--- src/rtl/alu_issue_if.sv ---
// Issue-stage bundle: register-read input slot and ALU operand output channel.
// The out_illegal field exists only when ALU_ISSUE_ILLEGAL_EN is defined.
interface alu_issue_if;
  logic        in_valid;
  logic        in_ready;
  logic [31:0] in_inst;
  logic [31:0] in_pc;
  logic [31:0] in_rs1_val;
  logic [31:0] in_rs2_val;

  logic        out_valid;
  logic        out_ready;
  logic [31:0] out_op1;
  logic [31:0] out_op2;
  logic [3:0]  out_alu_op;
  logic [4:0]  out_rd;
  logic [31:0] out_pc;
  logic        out_is_branch;
  logic [2:0]  out_br_f3;
`ifdef ALU_ISSUE_ILLEGAL_EN
  logic        out_illegal;

  modport master (
    output in_valid, in_inst, in_pc, in_rs1_val, in_rs2_val, out_ready,
    input  in_ready, out_valid, out_op1, out_op2, out_alu_op, out_rd, out_pc,
           out_is_branch, out_br_f3, out_illegal
  );
  modport slave (
    input  in_valid, in_inst, in_pc, in_rs1_val, in_rs2_val, out_ready,
    output in_ready, out_valid, out_op1, out_op2, out_alu_op, out_rd, out_pc,
           out_is_branch, out_br_f3, out_illegal
  );
`else
  modport master (
    output in_valid, in_inst, in_pc, in_rs1_val, in_rs2_val, out_ready,
    input  in_ready, out_valid, out_op1, out_op2, out_alu_op, out_rd, out_pc,
           out_is_branch, out_br_f3
  );
  modport slave (
    input  in_valid, in_inst, in_pc, in_rs1_val, in_rs2_val, out_ready,
    output in_ready, out_valid, out_op1, out_op2, out_alu_op, out_rd, out_pc,
           out_is_branch, out_br_f3
  );
`endif
endinterface

--- src/rtl/alu_issue.sv ---
// RV32I ALU issue stage: decodes into operand bundles held in a 2-entry skid buffer.
// Macro ALU_ISSUE_ILLEGAL_EN: enqueue illegal encodings flagged instead of dropping them.
module alu_issue #(
  parameter int XLEN     = 32,
  parameter int ALU_OP_W = 4
) (
  input  logic        clk_in,
  input  logic        rst_in,
  input  logic        rdy_in,
  input  logic        flush,
  alu_issue_if.slave  bus
);

  typedef enum logic [ALU_OP_W-1:0] {
    ALU_AUIPC = 0, ALU_ADD = 1, ALU_SUB = 2, ALU_AND = 3, ALU_OR  = 4, ALU_XOR = 5,
    ALU_SLL   = 6, ALU_SRL = 7, ALU_SRA = 8, ALU_SLT = 9, ALU_SLTU = 10, ALU_LUI = 11
  } alu_op_e;

  typedef enum logic [6:0] {
    OPC_OP_IMM = 7'b0010011,
    OPC_OP     = 7'b0110011,
    OPC_LUI    = 7'b0110111,
    OPC_AUIPC  = 7'b0010111,
    OPC_BRANCH = 7'b1100011
  } opcode_e;

  typedef struct packed {
    logic [XLEN-1:0]     op1;
    logic [XLEN-1:0]     op2;
    logic [XLEN-1:0]     pc;
    logic [ALU_OP_W-1:0] alu_op;
    logic [4:0]          rd;
    logic                is_branch;
    logic [2:0]          br_f3;
`ifdef ALU_ISSUE_ILLEGAL_EN
    logic                illegal;
`endif
  } entry_t;

  // alt selects the funct7=0100000 variant of the 000 and 101 groups.
  function automatic alu_op_e f3_op(input logic [2:0] f3, input logic alt);
    unique case (f3)
      3'b000:  return alt ? ALU_SUB : ALU_ADD;
      3'b001:  return ALU_SLL;
      3'b010:  return ALU_SLT;
      3'b011:  return ALU_SLTU;
      3'b100:  return ALU_XOR;
      3'b101:  return alt ? ALU_SRA : ALU_SRL;
      3'b110:  return ALU_OR;
      default: return ALU_AND;
    endcase
  endfunction

  logic [6:0] opcode;
  logic [2:0] f3;
  logic [6:0] f7;
  logic       unused_rs1_idx;
  entry_t     dec;
  logic       dec_legal;

  assign opcode         = bus.in_inst[6:0];
  assign f3             = bus.in_inst[14:12];
  assign f7             = bus.in_inst[31:25];
  assign unused_rs1_idx = ^bus.in_inst[19:15];

  // NOTE: every always_comb output gets a default first so no path infers a latch.
  always_comb begin
    dec       = '0;
    dec_legal = 1'b1;
    dec.pc    = bus.in_pc;
    dec.rd    = bus.in_inst[11:7];
    case (opcode)
      OPC_OP_IMM: begin
        dec.op1 = bus.in_rs1_val;
        if (f3 == 3'b001 || f3 == 3'b101) begin
          dec.op2   = {27'b0, bus.in_inst[24:20]};
          dec_legal = (f3 == 3'b001) ? (f7 == 7'b0000000)
                                     : (f7 == 7'b0000000 || f7 == 7'b0100000);
        end else begin
          dec.op2 = {{20{bus.in_inst[31]}}, bus.in_inst[31:20]};
        end
        dec.alu_op = f3_op(f3, (f3 == 3'b101) && f7[5]);
      end
      OPC_OP: begin
        dec.op1    = bus.in_rs1_val;
        dec.op2    = bus.in_rs2_val;
        dec.alu_op = f3_op(f3, f7[5]);
        dec_legal  = (f7 == 7'b0000000) ||
                     (f7 == 7'b0100000 && (f3 == 3'b000 || f3 == 3'b101));
      end
      OPC_LUI: begin
        dec.op1    = {12'b0, bus.in_inst[31:12]};
        dec.alu_op = ALU_LUI;
      end
      OPC_AUIPC: begin
        dec.op1    = {12'b0, bus.in_inst[31:12]};
        dec.op2    = bus.in_pc;
        dec.alu_op = ALU_AUIPC;
      end
      OPC_BRANCH: begin
        dec.op1       = bus.in_rs1_val;
        dec.op2       = bus.in_rs2_val;
        dec.rd        = '0;
        dec.is_branch = 1'b1;
        dec.br_f3     = f3;
        unique case (f3[2:1])
          2'b00:   dec.alu_op = ALU_SUB;
          2'b10:   dec.alu_op = ALU_SLT;
          2'b11:   dec.alu_op = ALU_SLTU;
          default: dec_legal  = 1'b0;
        endcase
      end
      default: dec_legal = 1'b0;
    endcase
`ifdef ALU_ISSUE_ILLEGAL_EN
    if (!dec_legal) begin
      dec.op1       = '0;
      dec.op2       = '0;
      dec.alu_op    = ALU_ADD;
      dec.is_branch = 1'b0;
      dec.br_f3     = '0;
      dec.illegal   = 1'b1;
    end
`endif
  end

  entry_t out_q, out_d, skid_q, skid_d;
  logic   out_valid_q, out_valid_d;
  logic   skid_valid_q, skid_valid_d;
  logic   in_ready_q, in_ready_d;
  logic   accept, drain, push;

  assign accept = bus.in_valid & in_ready_q & rdy_in;
  assign drain  = out_valid_q & bus.out_ready & rdy_in;
`ifdef ALU_ISSUE_ILLEGAL_EN
  assign push   = accept;
`else
  assign push   = accept & dec_legal;
`endif

  // With rdy_in low every _d equals its _q, so the whole buffer freezes.
  always_comb begin
    out_d        = out_q;
    skid_d       = skid_q;
    out_valid_d  = out_valid_q;
    skid_valid_d = skid_valid_q;
    if (rdy_in) begin
      if (flush) begin
        out_valid_d  = 1'b0;
        skid_valid_d = 1'b0;
      end else if (!out_valid_q || drain) begin
        if (skid_valid_q) begin
          out_d        = skid_q;
          out_valid_d  = 1'b1;
          skid_valid_d = 1'b0;
        end else begin
          out_d       = push ? dec : out_q;
          out_valid_d = push;
        end
      end else if (push) begin
        skid_d       = dec;
        skid_valid_d = 1'b1;
      end
    end
    in_ready_d = !skid_valid_d;
  end

  // NOTE: both entries are ordinary flops, so the asynchronous reset zeroes their payload too.
  always_ff @(posedge clk_in or negedge rst_in) begin
    if (!rst_in) begin
      out_q        <= '0;
      skid_q       <= '0;
      out_valid_q  <= 1'b0;
      skid_valid_q <= 1'b0;
      in_ready_q   <= 1'b1;
    end else begin
      // NOTE: non-blocking assignments so every flop samples pre-edge values.
      out_q        <= out_d;
      skid_q       <= skid_d;
      out_valid_q  <= out_valid_d;
      skid_valid_q <= skid_valid_d;
      in_ready_q   <= in_ready_d;
    end
  end

  assign bus.in_ready      = in_ready_q;
  assign bus.out_valid     = out_valid_q;
  assign bus.out_op1       = out_q.op1;
  assign bus.out_op2       = out_q.op2;
  assign bus.out_alu_op    = out_q.alu_op;
  assign bus.out_rd        = out_q.rd;
  assign bus.out_pc        = out_q.pc;
  assign bus.out_is_branch = out_q.is_branch;
  assign bus.out_br_f3     = out_q.br_f3;
`ifdef ALU_ISSUE_ILLEGAL_EN
  assign bus.out_illegal   = out_q.illegal;
`endif

endmodule

--- src/flat_wrapper.sv ---
// flat-port wrapper written by rule: the top's interface ports become plain ports
module alu_issue_flat 
#(
  parameter int XLEN     = 32,
  parameter int ALU_OP_W = 4
)
  (clk_in, rst_in, rdy_in, flush, bus_in_valid, bus_in_inst, bus_in_pc, bus_in_rs1_val, bus_in_rs2_val, bus_out_ready, bus_in_ready, bus_out_valid, bus_out_op1, bus_out_op2, bus_out_alu_op, bus_out_rd, bus_out_pc, bus_out_is_branch, bus_out_br_f3);
  alu_issue_if bus_i ();
  input  logic clk_in;
  input  logic rst_in;
  input  logic rdy_in;
  input  logic flush;
  input wire logic [$bits(bus_i.in_valid)-1:0] bus_in_valid;
  input wire logic [$bits(bus_i.in_inst)-1:0] bus_in_inst;
  input wire logic [$bits(bus_i.in_pc)-1:0] bus_in_pc;
  input wire logic [$bits(bus_i.in_rs1_val)-1:0] bus_in_rs1_val;
  input wire logic [$bits(bus_i.in_rs2_val)-1:0] bus_in_rs2_val;
  input wire logic [$bits(bus_i.out_ready)-1:0] bus_out_ready;
  output wire logic [$bits(bus_i.in_ready)-1:0] bus_in_ready;
  output wire logic [$bits(bus_i.out_valid)-1:0] bus_out_valid;
  output wire logic [$bits(bus_i.out_op1)-1:0] bus_out_op1;
  output wire logic [$bits(bus_i.out_op2)-1:0] bus_out_op2;
  output wire logic [$bits(bus_i.out_alu_op)-1:0] bus_out_alu_op;
  output wire logic [$bits(bus_i.out_rd)-1:0] bus_out_rd;
  output wire logic [$bits(bus_i.out_pc)-1:0] bus_out_pc;
  output wire logic [$bits(bus_i.out_is_branch)-1:0] bus_out_is_branch;
  output wire logic [$bits(bus_i.out_br_f3)-1:0] bus_out_br_f3;
  assign bus_i.in_valid = bus_in_valid;
  assign bus_i.in_inst = bus_in_inst;
  assign bus_i.in_pc = bus_in_pc;
  assign bus_i.in_rs1_val = bus_in_rs1_val;
  assign bus_i.in_rs2_val = bus_in_rs2_val;
  assign bus_i.out_ready = bus_out_ready;
  assign bus_in_ready = bus_i.in_ready;
  assign bus_out_valid = bus_i.out_valid;
  assign bus_out_op1 = bus_i.out_op1;
  assign bus_out_op2 = bus_i.out_op2;
  assign bus_out_alu_op = bus_i.out_alu_op;
  assign bus_out_rd = bus_i.out_rd;
  assign bus_out_pc = bus_i.out_pc;
  assign bus_out_is_branch = bus_i.out_is_branch;
  assign bus_out_br_f3 = bus_i.out_br_f3;
  alu_issue #(.XLEN(XLEN), .ALU_OP_W(ALU_OP_W)) u_core (.clk_in(clk_in), .rst_in(rst_in), .rdy_in(rdy_in), .flush(flush), .bus(bus_i));
endmodule
--- config.mk ---
export PLATFORM = sky130hd
export DESIGN_NAME = alu_issue_flat
export DESIGN_NICKNAME = d
export VERILOG_FILES = /design/src/rtl/alu_issue_if.sv /design/src/rtl/alu_issue.sv /design/src/flat_wrapper.sv
export SDC_FILE = /design/constraint.sdc
export NUM_CORES = 1
export LEC_CHECK = 0
export CAP_MARGIN = 20
export CORE_MARGIN = 1.5
export CORE_UTILIZATION = 29
export DETAILED_ROUTE_END_ITERATION = 8
export GPL_TIMING_DRIVEN = 0
export PLACE_DENSITY = 0.58
export REMOVE_ABC_BUFFERS = 1
export SETUP_SLACK_MARGIN = 0.05
export SYNTH_ARGS = -nofsm -noshare
export SYNTH_HDL_FRONTEND = slang
export SYNTH_SLANG_ARGS = --single-unit
--- constraint.sdc ---
create_clock -name clk_in -period 2.45 [get_ports clk_in]
set_input_delay 0.6125 -clock clk_in [delete_from_list [all_inputs] [get_ports clk_in]]
set_output_delay 0.6125 -clock clk_in [all_outputs]
set_load 0.02 [all_outputs]
==> results.ini, run 1 <==
[status]
status=completed

[die]
rows=69
io_pins=245
dieArea_um2=37210
initial_core_util_pct=29.40
core_um2=35570
die_w_um=192.9
die_h_um=192.9

[synth]
synth_edf_count=0
synth_area_um2=10460
yosys.area_share.simple_pct=4.678
yosys_warnings=0
synth_cell_types=56
synthFlopType=dfrtp_1
ys_ff_latch=221
muxShareOfSynthArea_pct=22.35
synthAdderAreaFrac_pct=0.4786
synth_top_family_by_area=multiplexers
yosys.area_share.xor_xnor_pct=0.08375
synth_compound_area_share_pct=14.05
syn_inst=856
yosysSeqAreaShare_pct=52.90
synth_area_per_cell_um2=12.22
yosys.area.top_type_share_pct=52.64
async_flop_share_pct=100.0
yosys.area.top_type=dfrtp_1
synthTopCellsByArea=dfrtp_1 (53%), mux2_1 (12%), mux2i_1 (5.6%)

[timing]
clock_skew_ns=0.01549
setup_viol=0
fin_tns_setup_ns=0
fin_crit_ns=2.375
fmax_mhz=421.0
rsz0062_at_grt=false
slew_headroom_pct=42.79
worst_pin_slew_ns=0.8582
hold_viol=0
fin_crit_sh_pct=96.96
maxSlewViolCount=0

[routing]
wirelength_um=33340
drt_iter0_markers=438
drc_errors=0
ant_nets=0
wl_per_cell_um=20.49
drtPass1Iterations=5
routed_via_density=4.948
vias=8051

[worst_setup_path]
ff2ff_setup_slack_ns=0.17
cp_common_cell=buf_12
path_cells=clkdlybuf4s50_1 > nand3_2 > a221o_1 > a31oi_4 > buf_12 > buf_12 > buf_16 > mux2_2
crit_required_ns=2.86
reg2regPathDepth=8
path_class=input pin to register
arrival_ns=2.79
cp_max_fo=18
crit_slowest_cell=clkdlybuf4s50_1
worstSetupStartpointType=input pin
r2r-end=u_core.bus.out_op2[5]
max_stage_delay_ns=0.62
critPathCaptureType=register

[hold_path]
min_to=u_core.skid_q[21]
holdCritStartpoint=u_core.skid_q[21]
hold_depth=1
min-delay-path-class=register to register

[finish]
multi_input_area_um2=4484
area_growth_pct=46.57
final-seq-area_um2=5535
nets=1283
finalCoreUtilization_pct=43.09
final_cell_mix=clkdlybuf4s50_1 (226), dfrtp_1 (219), mux2_1 (108)
layout_commonest_cell=clkdlybuf4s50_1
nFillCells=3338
drive_above_1_share_pct=17.37

[clock_network]
clockBufferDepth=3
clock_latency_ns=0.54
cts_sinks=221
htree_num_levels=1
clkSlewWorstSetupHoldPaths_ns=0.06
cts_tree=done
cts-root-buf=clkbuf_16
numCtsBuffers=28

[placement]
gp_congestion=0.7573
io_buffers=244
hpwl_um=20680

[flow_run]
drv_cap=0

[pwr]
peakVddDrop_mv=0.5358
powerDensity_nw_per_um2=590.4
power_leakage_uw=0.006741

[global_routing]
grt_overflow=0
grt_max_degree=107
grt_pass1_wl_um=49880
antenna_found_initial=5
grt_use_total_pct=17.54
grt_pass1_vias=8361

-- flip-flops by register name, summed over array words and instances (netlist names), named ones only --
signal	count
u_core.bus.in_ready	1
u_core.skid_q	109
u_core.bus.out_alu_op	4
u_core.bus.out_rd	5
u_core.bus.out_br_f3	3
u_core.bus.out_op1	32
u_core.bus.out_is_branch	1
u_core.bus.out_valid	1
u_core.bus.out_pc	32
u_core.bus.out_op2	32
-- how the worst max path moves through the flow --
stage                     from                  endpoint  slack, ns  cells past startpoint
6_report                rdy_in     u_core.bus.out_op2[5]       0.07                      8
5_1_grt                 rdy_in    u_core.bus.out_op2[10]       0.05                      8
4_1_cts        bus_in_inst[25]     u_core.bus.out_pc[29]       0.05                     10
3_5_place_dp    bus_in_inst[2]         u_core.skid_q[35]      -2.04                      9
3_3_place_gp          register     u_core.bus.out_op2[7]     -16.90                      4
2_1_floorplan         register  u_core.bus.out_alu_op[3]      -8.60                      4
-- power breakdown --
part	internal (µW)	switching [µW]	leakage, µW	total (µW)
Clock	2270	1580	0.000409	3850
Combinational	656	612	0.00356	1270
Sequential	3840	92.8	0.00277	3930
Total	6760	2290	0.00674	9050
-- kinds of logic (layout without fill, tap and decap cells) --
family / after synthesis / after routing
flip-flops: 221 / 221
AO/OA/AOI/OAI: 189 / 189
multiplexers: 214 / 214
AND/OR/NAND/NOR: 101 / 101
XOR/XNOR: 1 / 1
buffers and inverters: 126 / 433
other: 0 / 3
adder cells (fa/ha/maj): 4 / 4
-- timing repair --
item | CTS | global route
resized for setup | 60 | 14
hold buffers | 1 | 0
buffers inserted | 43 | 9
setup endpoints to repair | 221 | 143
pin swaps | 10 | 4
endpoints found under the hold margin | 22 | 0
gates cloned | 3 | 5
-- cell usage after synthesis, types with 3 or more instances --
library cell	instances
a21o_1	6
a222oi_1	11
a22o_1	23
a22oi_1	20
a32o_1	21
buf_2	13
buf_4	17
clkbuf_1	36
dfrtp_1	220
ha_1	4
inv_1	57
mux2_1	108
mux2_2	48
mux2i_1	58
nand2_1	68
nand2b_1	6
nand3b_1	3
nor2_1	4
o21ai_0	43
o22ai_1	22
o31a_1	3
o31ai_1	4
o32a_1	21
-- worst max-delay path: cells and delay by family --
family / cells / cell delay, ns
and+or+nand+nor: 1 / 0.17
buffers and inverters: 4 / 1.03
muxes: 1 / 0.34
AOI/OAI and AO/OA: 2 / 0.63
-- layout make-up --
cell class	instances	share of cell area (%)
Antenna cell	3	0.04898
Clock buffer	42	5.314
Clock inverter	6	0.2449
Inverter	57	1.445
Multi-Input combinational cell	509	29.26
Sequential cell	221	36.11
Tap cell	461	3.763
Timing Repair Buffer	328	23.81
-- stage by stage --
stage / worst slack (ns) / power, µW / instance area [µm²] / hold slack (ns) / instances
final: 0.07455 / 9049 / 15330 / 0.4774 / 1627
after global routing: 0.04909 / 9430 / 15320 / 0.4883 / 1624
after CTS: 0.05338 / 9217 / 15150 / 0.4809 / 1610
after detailed placement: -2.044 / 5255 / 13680 / 0.4684 / 1515
after global placement: -16.90 / 5237 / 13120 / 0.4619 / 1492
after floorplan: -8.604 / 4444 / 10100 / 0.3169 / 787
-- routing by layer --
layer / global-route usage (%) / up-vias / part of all wire (%) / routed length (µm)
li1: - / 3728 / - / -
met3: 5.055 / 47 / 7.7 / 2575
met1: 23.10 / 4032 / 44 / 14580
met5: 0 / - / 0.078 / 26
met2: 28.29 / 240 / 46 / 15370
met4: 4.231 / 4 / 2.4 / 787
(Power assumes the default switching activity.)
==> run 2: changes to the inputs <==
==> constraint.sdc (replaced) <==
create_clock -name clk_in -period 3 [get_ports clk_in]
set_input_delay 0.75 -clock clk_in [delete_from_list [all_inputs] [get_ports clk_in]]
set_output_delay 0.75 -clock clk_in [all_outputs]
set_load 0.02 [all_outputs]
==> run 2 against run 1 <==
Effect of this change: via count down 3.4%; critical path depth increased by 2; clock power is 18% lower; global-route usage shrank 0.85 points; sequential power shrank 18%; largest cell class unchanged.
==> results.ini, run 2 (synthesis results as in run 1) <==
[timing]
fmax_mhz=347.2
clock_skew_ns=0.01312  ; was 0.01549 ns
maxSlewViolCount=0  ; unchanged
worst_pin_slew_ns=0.8728  ; was 0.8582 ns
fin_crit_sh_pct=96.00
hold_slack_ns=0.06430  ; was 0.4774 ns
fin_crit_ns=2.880
hold_viol=0  ; unchanged
rsz0062_at_grt=true  ; was false
setup_viol=0  ; unchanged
slew_headroom_pct=41.81  ; was 42.79%

[finish]
multi_input_area_um2=4467  ; was 4484 µm²
final-seq-area_um2=5535  ; unchanged
drive_above_1_share_pct=13.00  ; was 17.37%
area_growth_pct=41.18  ; was 46.57%
top_register=u_core.skid_q  ; unchanged
instances_no_fill=1579  ; was 1,627
nFillCells=3389  ; was 3,338
layout_commonest_cell=clkdlybuf4s50_1  ; unchanged
final_cell_mix=clkdlybuf4s50_1 (234), dfrtp_1 (219), mux2_1 (108)  ; was clkdlybuf4s50_1 (226), dfrtp_1 (219), mux2_1 (108)
nets=1235  ; was 1,283
largest_register_ff_count=109  ; unchanged

[routing]
ant_nets=0  ; unchanged
routed_via_density=4.926  ; was 4.948
drt_iter0_markers=385  ; was 438
wirelength_um=31470  ; was 33,340 µm
vias=7778  ; was 8,051
drtPass1Iterations=5  ; unchanged
drc_errors=0  ; unchanged
wl_per_cell_um=19.93  ; was 20.49 µm

[clock_network]
cts-root-buf=clkbuf_16  ; unchanged
cts_sinks=221  ; unchanged
clockBufferDepth=3  ; unchanged
numCtsBuffers=28  ; unchanged
cts_tree=done  ; unchanged
clkSlewWorstSetupHoldPaths_ns=0.06  ; about the same
clock_latency_ns=0.54  ; about the same
htree_num_levels=1  ; unchanged

[status]
status=completed  ; unchanged

[worst_setup_path]
cp_common_cell=buf_16  ; was buf_12
cp_max_fo=15  ; was 18
arrival_ns=3.30  ; was 2.79 ns
crit_slowest_cell=clkdlybuf4s50_1  ; unchanged
worstSetupStartpointType=input pin  ; unchanged
path_buf_inv=5  ; was 4
crit_required_ns=3.42  ; was 2.86 ns
max_stage_delay_ns=0.47  ; was 0.62 ns
path_cells=clkdlybuf4s50_1 > nand4bb_4 > nor3_4 > a2bb2oi_4 > a211oi_4 > buf_4 > buf_16 > buf_16 > buf_8 > mux2_1  ; was clkdlybuf4s50_1 > nand3_2 > a221o_1 > a31oi_4 > buf_12 > buf_12 > buf_16 > mux2_2
cp_top_family=buffers and inverters  ; unchanged
critPathCaptureType=register  ; unchanged
path_class=input pin to register  ; unchanged

[placement]
hpwl_um=20680  ; unchanged
dp.cells=1515  ; unchanged
io_buffers=244  ; unchanged
gp_congestion=0.7573  ; unchanged

[global_routing]
grt_pass1_wl_um=47750  ; was 49,880 µm
grt_max_degree=107  ; unchanged
grt_overflow=0  ; unchanged
antenna_found_initial=6  ; was 5
grt_use_total_pct=16.70  ; was 17.54%
grt_pass1_vias=8009  ; was 8,361

[pwr]
internal-power_uw=5523  ; was 6763 µW
p_sw_uw=1865  ; was 2286 µW
powerDensity_nw_per_um2=500.4  ; was 590.4 nW/µm²
peakVddDrop_mv=0.4387  ; was 0.5358 mV
pwr-share-seq_pct=43.4  ; about the same
pwr-share-clk_pct=42.6  ; about the same
power_frac_comb_pct=13.9  ; was 14.0%
power_leakage_uw=0.006464  ; was 0.006741 µW
switching_share_pct=25.24  ; was 25.26%

[die]
die_w_um=192.9  ; unchanged
rows=69  ; unchanged
dieArea_um2=37210  ; unchanged
die_h_um=192.9  ; unchanged
initial_core_util_pct=29.40  ; unchanged
core_um2=35570  ; unchanged
io_pins=245  ; unchanged

[flow_run]
drv_cap=0  ; unchanged

[hold_path]
min-delay-path-class=input pin to asynchronous set/reset pin  ; was register to register

==> run 2: cell types whose count changed in the layout (fill, tap and decap cells not counted), sizes merged, moves of 2 or more <==
cell           before  now
buf                81   37
clkdlybuf4s50     226  234
dlygate4sd2         9    1
dlymetal6s2s        0    7
clkbuf             48   42
bufbuf              2    0
clkdlybuf4s15       3    1
==> run 2: cell type report <==
cell class,instances,area share (%)
Multi-Input combinational cell,509,30.25
Clock buffer,42,5.517
Tap cell,461,3.907
Clock inverter,6,0.2542
Inverter,57,1.466
Timing Repair Buffer,280,21.06
Sequential cell,221,37.49
Antenna cell,3,0.05085
==> run 2: final timing paths <==
path,slack [ns],cells past startpoint,startpoint,end
worst min register to register,0.48,1,u_core.skid_q[21],u_core.skid_q[21]
max in group asynchronous,2.10,2,rst_in,u_core.bus.out_pc[24]
worst min-delay path,0.06,1,rst_in,u_core.skid_q[92]
worst max register to register,0.33,7,register,u_core.bus.out_op2[5]
worst max-delay path,0.12,10,bus_in_inst[2],u_core.skid_q[37]
min in group clk_in,0.48,1,u_core.skid_q[21],u_core.skid_q[21]
==> run 2: metal layers <==
metal / routed length, µm / vias to the layer above / track usage, %
li1: - / 3615 / -
met1: 14000 / 3907 / 22.02
met2: 14270 / 206 / 26.66
met3: 2398 / 44 / 5.128
met4: 746 / 6 / 3.964
met5: 45 / - / 0
==> run 2: power groups by stage <==
stage	sequential (µW)	clock, µW	combinational, µW
final	3210	3150	1030
after global routing	3230	3360	1110
after CTS	3210	3270	1040
after detailed placement	3260	0	1030
after global placement	3270	0	1010
after floorplan	3450	0	184
==> run 2: repair_timing <==
| action | CTS | global route |
|---|---|---|
| hold endpoints to repair | 0 | 0 |
| hold buffers | 0 | 0 |
| endpoints found under the setup margin | 220 | 125 |
| pin swaps | 3 | 1 |
| buffers inserted | 10 | 3 |
| gates resized for setup | 12 | 16 |
==> run 2: stage by stage <==
step | utilization (%) | power (µW) | instance area (µm²) | setup WS, ns | setup TNS, ns
after global routing | 41.49 | 7699 | 14760 | 0.02918 | 0
after global placement | 36.88 | 4277 | 13120 | -16.35 | -4699.71
final | 41.51 | 7388 | 14760 | 0.1200 | 0
after detailed placement | 38.46 | 4292 | 13680 | -1.631 | -247.96
after floorplan | - | 3629 | 10100 | -8.054 | -1271.91
after CTS | 41.27 | 7521 | 14680 | 0.05281 | 0
==> run 2: worst reg2reg max path, delay by kind of cell, from the launching register on <==
kind,cells,cell delay (ns)
compound gates,2,0.75
buf+inv,4,1.00
flops,1,0.46
mux,1,0.35
